==> config.mk <==
export PLATFORM = sky130hd
export DESIGN_NAME = duty_button_ctrl
export DESIGN_NICKNAME = d
export VERILOG_FILES = /design/src/rtl/duty_ctrl_pkg.sv /design/src/rtl/button_debounce.sv /design/src/rtl/duty_button_ctrl.sv
export SDC_FILE = /design/constraint.sdc
export NUM_CORES = 1
export LEC_CHECK = 0
export ABC_AREA = 1
export CAP_MARGIN = 20
export CORE_ASPECT_RATIO = 0.8
export CORE_MARGIN = 1.5
export CORE_UTILIZATION = 45
export CTS_BUF_LIST = sky130_fd_sc_hd__clkbuf_2
export CTS_CLUSTER_DIAMETER = 80
export DETAILED_ROUTE_END_ITERATION = 12
export GPL_ROUTABILITY_DRIVEN = 0
export PLACE_DENSITY = 0.74
export SYNTH_ARGS = -nofsm -noshare
export SYNTH_HDL_FRONTEND = slang
export SYNTH_SLANG_ARGS = --single-unit
==> constraint.sdc <==
create_clock -name clk -period 2.4 [get_ports clk]
set_input_delay 0.72 -clock clk [delete_from_list [all_inputs] [get_ports clk]]
set_output_delay 0.72 -clock clk [all_outputs]
set_load 0.02 [all_outputs]
==> src/rtl/duty_ctrl_pkg.sv <==
// Shared types and defaults for the duty-step button controller.
package duty_ctrl_pkg;

    typedef enum logic [0:0] {
        IDLE = 1'b0,
        HELD = 1'b1
    } btn_state_e;

    localparam logic [3:0] DUTY_MIN_DEF  = 4'd1;
    localparam logic [3:0] DUTY_MAX_DEF  = 4'd9;
    localparam logic [3:0] DUTY_INIT_DEF = 4'd5;

    // Counter width able to hold 0..n-1, never narrower than one bit.
    function automatic int cnt_width(input int n);
        return (n > 1) ? $clog2(n) : 1;
    endfunction

endpackage

==> src/rtl/button_debounce.sv <==
// One button: synchronizer, tick-sampled debounce history, press/hold FSM
// and auto-repeat counter. Emits a one-cycle request on press or repeat.
//
//   state | meaning
//   IDLE  | debounced level low, waiting for a press
//   HELD  | debounced level high, counting ticks toward the next repeat
module button_debounce
    import duty_ctrl_pkg::*;
#(
    parameter int DEB_SAMPLES  = 3,
    parameter int REPEAT_TICKS = 4
) (
    input  logic clk,
    input  logic rst_n,
    input  logic tick,
    input  logic btn,
    output logic req
);

    localparam int RW = cnt_width(REPEAT_TICKS);
    localparam int RPT_LAST_I = (REPEAT_TICKS > 0) ? REPEAT_TICKS - 1 : 0;
    localparam logic [RW-1:0] RPT_LAST = RW'(RPT_LAST_I);

    logic                   sync_a;
    logic                   sync_b;
    logic [DEB_SAMPLES-1:0] hist;
    logic [DEB_SAMPLES-1:0] hist_next;
    logic                   level;
    logic                   level_next;
    btn_state_e             state;
    logic [RW-1:0]          rpt_cnt;
    logic                   press_evt;
    logic                   rpt_evt;

    always_ff @(posedge clk) begin
        if (!rst_n) begin
            sync_a <= 1'b0;
            sync_b <= 1'b0;
        end else begin
            sync_a <= btn;
            sync_b <= sync_a;
        end
    end

    assign hist_next = {hist[DEB_SAMPLES-2:0], sync_b};

    always_comb begin
        level_next = level;
        if (&hist_next)
            level_next = 1'b1;
        else if (~|hist_next)
            level_next = 1'b0;
    end

    assign press_evt = tick && (state == IDLE) && level_next;
    // Repeats only while every recent sample still reads pressed, so a
    // release still working through the debounce window adds no extra step.
    assign rpt_evt   = (REPEAT_TICKS > 0) && tick && (state == HELD)
                       && (&hist_next) && (rpt_cnt == RPT_LAST);
    assign req       = press_evt || rpt_evt;

    always_ff @(posedge clk) begin
        if (!rst_n) begin
            hist    <= '0;
            level   <= 1'b0;
            state   <= IDLE;
            rpt_cnt <= '0;
        end else if (tick) begin
            hist  <= hist_next;
            level <= level_next;
            case (state)
                IDLE: begin
                    if (level_next) begin
                        state   <= HELD;
                        rpt_cnt <= '0;
                    end
                end
                HELD: begin
                    if (!level_next)
                        state <= IDLE;
                    else if (rpt_cnt == RPT_LAST)
                        rpt_cnt <= '0;
                    else
                        rpt_cnt <= rpt_cnt + 1'b1;
                end
                default: state <= IDLE;
            endcase
        end
    end

endmodule

==> src/rtl/duty_button_ctrl.sv <==
// Two debounced buttons stepping a saturating duty value for the PWM block.
// Owns the shared sample tick, inc/dec arbitration and the duty register.
module duty_button_ctrl
    import duty_ctrl_pkg::*;
#(
    parameter int         TICK_DIV     = 2,
    parameter int         DEB_SAMPLES  = 3,
    parameter int         REPEAT_TICKS = 4,
    parameter logic [3:0] DUTY_MIN     = DUTY_MIN_DEF,
    parameter logic [3:0] DUTY_MAX     = DUTY_MAX_DEF,
    parameter logic [3:0] DUTY_INIT    = DUTY_INIT_DEF
) (
    input  logic       clk,
    input  logic       rst_n,
    input  logic       ena,
    input  logic       btn_inc,
    input  logic       btn_dec,
    output logic       inc_pulse,
    output logic       dec_pulse,
    output logic [3:0] duty,
    output logic       at_max,
    output logic       at_min
);

    localparam int TW = cnt_width(TICK_DIV);
    localparam logic [TW-1:0] TICK_LAST = TW'(TICK_DIV - 1);

    logic [TW-1:0] tick_cnt;
    logic          tick;
    logic          inc_req;
    logic          dec_req;
    logic          inc_go;
    logic          dec_go;

    assign tick = ena && (tick_cnt == TICK_LAST);

    always_ff @(posedge clk) begin
        if (!rst_n)
            tick_cnt <= '0;
        else if (ena)
            tick_cnt <= tick ? '0 : tick_cnt + 1'b1;
    end

    button_debounce #(
        .DEB_SAMPLES (DEB_SAMPLES),
        .REPEAT_TICKS(REPEAT_TICKS)
    ) u_inc (
        .clk  (clk),
        .rst_n(rst_n),
        .tick (tick),
        .btn  (btn_inc),
        .req  (inc_req)
    );

    button_debounce #(
        .DEB_SAMPLES (DEB_SAMPLES),
        .REPEAT_TICKS(REPEAT_TICKS)
    ) u_dec (
        .clk  (clk),
        .rst_n(rst_n),
        .tick (tick),
        .btn  (btn_dec),
        .req  (dec_req)
    );

    // Simultaneous requests cancel: neither direction wins.
    assign inc_go = ena && inc_req && !dec_req;
    assign dec_go = ena && dec_req && !inc_req;

    always_ff @(posedge clk) begin
        if (!rst_n) begin
            inc_pulse <= 1'b0;
            dec_pulse <= 1'b0;
            duty      <= DUTY_INIT;
        end else begin
            inc_pulse <= inc_go;
            dec_pulse <= dec_go;
            if (inc_go && (duty < DUTY_MAX))
                duty <= duty + 4'd1;
            else if (dec_go && (duty > DUTY_MIN))
                duty <= duty - 4'd1;
        end
    end

    assign at_max = (duty == DUTY_MAX);
    assign at_min = (duty == DUTY_MIN);

endmodule

==> flow_summary_export.csv <==
group,metric,value,unit
outcome,status,"finished clean",
critical_path,r2r_setup_slack,0.85,ns
sta,hold_violations,0,
sta,timing.final.crit_share,0.9605,
synth,yosys_warnings,0,
placement,dpl.cell_count,169,
detailed_routing,ant_nets,0,
critical_path,crit_slowest_cell,"clkdlybuf4s50_1",
synth,async_flop_share,0,
die,pin_count,13,
detailed_routing,wirelength,1942,µm
sta,slew_violations,0,
critical_path,max_stage_delay,0.68,ns
global_routing,overflow,0,
sta,worst_slew_pin_slew,0.3810,ns
sta,finalCriticalPeriod,2.305,ns
die,floorplan.core_area,2215,µm²
critical_path,path_max_fanout,8,
synth,syn_inst,133,
sta,setup_viol,0,
sta,fin_skew,0.004949,ns
clock_network,cts_tree,"yes",
die,die_y,46.94,µm
placement,dpl.hpwl,1489,µm
flow_run,cap_violations,0,
synth,synth_top_cell_area_share,0.3871,
detailed_routing,wire_per_inst,11.23,µm
worst_hold_path,holdCritPathClass,"flop to flop",
final_layout,nets,159,
clock_network,clockRootBuffer,"clkbuf_2",
critical_path,path_buf_inv,1,
synth,synth_seq_cells,21,
clock_network,clk_path_buf_depth,2,
synth,avgSynthCellArea,8.166,µm²
synth,synth_edf_count,0,
critical_path,path_delay_family,"buffers and inverters",
final_layout,diodes,0,
final_layout,design_area,1247,µm²
clock_network,cts_buffers,3,
sta,finalSetupTns,0,ns
global_routing,grt_max_degree,13,
power_and_ir_drop,power_leakage,0.5728,nW
synth,synth_top_area_cell,"dfxtp_1",
critical_path,path_class,"flop to output port",
detailed_routing,first_pass_iters,4,
clock_network,htree_levels,1,
synth,seq_area_frac_synth,0.3871,
detailed_routing,remaining_drc_errors,0,
global_routing,grt_antenna_before_repair,0,
placement,port_buffers,12,
detailed_routing,viasPerCell,4.855,
final_layout,drive_gt1_frac,0.1757,
clock_network,clock_latency,0.31,ns
sta,fmax,0.4338,GHz
detailed_routing,drt_iter0_drc,19,
synth,ys_types,26,
die,dieArea,2719,µm²
placement,place_area,1230,µm²
clock_network,cts.sinks,21,
power_and_ir_drop,powerDensity,438.5,nW/µm²
synth,synthesis.nets,143,
sta,rsz0062_at_grt,"no",
detailed_routing,vias,840,
die,num_rows,15,
die,start_util,0.4904,
clock_network,cts_setup_buffers,0,
die,die_w,57.93,µm
global_routing,grt_use_total,0.1707,
global_routing,grt_pass1_wl,3450,µm
critical_path,cp.arrival,1.59,ns
final_layout,fin_cells,173,
global_routing,grt_pass1_vias,767,
synth,synth_ff_type,"dfxtp_1",
critical_path,path_cells,"clkdlybuf4s50_1",
critical_path,worstSetupStartpointType,"flop",
clock_network,clk_pin_slew,0.19,ns
final_layout,area_growth,14.86,%
synth,syn_area,1086,µm²
synth,synth_area_leaders,"dfxtp_1, nand2_1, nor2_1",
power_and_ir_drop,peakVddDrop,0.0004530,V
critical_path,end_kind,"output port",
critical_path,worstPathRequired,1.68,ns
sta,timing.slew.headroom,0.7456,
==> final cells by class <==
cell class / count / area (µm²)
Sequential cell: 21 / 420.4
Tap cell: 25 / 31.28
Multi-Input combinational cell: 91 / 566.8
Fill cell: 205 / 967.2
Clock buffer: 3 / 15.01
Inverter: 19 / 83.83
Timing Repair Buffer: 13 / 125.1
Clock inverter: 1 / 5.005
==> logic make-up after synthesis <==
logic type | Yosys count | synth area share
flip-flops | 21 | 0.3871
buffers and inverters | 21 | 0.09101
adder cells (fa/ha/maj) | 5 | 0.05760
XOR/XNOR | 2 | 0.01613
AND/OR/NAND/NOR | 69 | 0.3721
AO/OA/AOI/OAI | 15 | 0.07603
==> worst paths after layout <==
check	start	to	cells after the start
min reg2reg	u_inc.sync_a	u_inc.sync_b	2
min	u_inc.sync_a	u_inc.sync_b	2
max reg2reg	duty[0]	duty[0]	10
max	duty[2]	duty[2]	1
==> power breakdown <==
group          switching, W  leakage, nW  internal [W]
logic             0.0000235        0.386     0.0000163
clock network      0.000104       0.0164     0.0000378
registers        0.00000713        0.171      0.000358
==> metal layers <==
metal / up-vias / GRT usage / wire, µm
met1: 375 / 0.2399 / 987
met4: 0 / 0.02791 / 0
met5: - / 0 / 0
li1: 452 / - / -
met3: 0 / 0.05785 / 82
met2: 13 / 0.2614 / 872
==> cells in the mapped netlist, types with 3 or more instances <==
library cell,n
a21oi_1,7
nor3_1,4
nor2_1,20
inv_2,3
nand3_4,3
dfxtp_1,21
nand2_4,3
nand2_1,21
nand3_1,6
o21ai_0,5
ha_1,5
inv_1,15
==> through the flow <==
stage / hold slack (ns) / worst slack, ns / utilization / power (W)
detailed placement: 0.3990 / 0.2186 / 0.5554 / 0.0004129
global placement: 0.3934 / 0.2401 / 0.5554 / 0.0004108
floorplan: 0.3905 / 0.4875 / - / 0.0003974
global route: 0.4454 / 0.002584 / 0.5633 / 0.0005739
CTS: 0.4330 / 0.08898 / 0.5633 / 0.0005550
finish: 0.4302 / 0.09469 / 0.5633 / 0.0005470
==> state kept, by name, indices dropped and copies added (netlist names) <==
register	flops
duty	4
u_dec.hist	2
u_dec.rpt_cnt	2
u_inc.hist	2
u_inc.rpt_cnt	2
dec_pulse	1
inc_pulse	1
tick_cnt	1
u_dec.state	1
u_dec.sync_a	1
u_dec.sync_b	1
u_inc.state	1
u_inc.sync_a	1
u_inc.sync_b	1
==> repair_timing <==
item,4_1_cts,5_1_grt
setup endpoints to repair,2,0
hold buffers,0,0
resized for setup,2,0
==> layout by cell type (no fill, tap or decap) <==
cell / n
nor2_2: 2
nor2_1: 20
nand2_1: 21
clkinv_2: 1
nand2_4: 3
xor2_1: 2
nand3_1: 6
nand4_2: 1
nand2_2: 2
nor2_8: 1
inv_2: 3
clkdlybuf4s50_1: 10
a21oi_1: 7
buf_4: 1
nor2_4: 2
clkbuf_2: 3
a211oi_1: 2
and3_2: 1
nand3_2: 1
nand3_4: 3
inv_1: 15
dfxtp_1: 21
o211ai_1: 1
dlygate4sd2_1: 2
nand4_1: 1
o21ai_0: 5
nor3_2: 1
clkinv_8: 1
nor3_1: 4
ha_1: 5
Note: power is estimated with default switching activity, not from simulation.
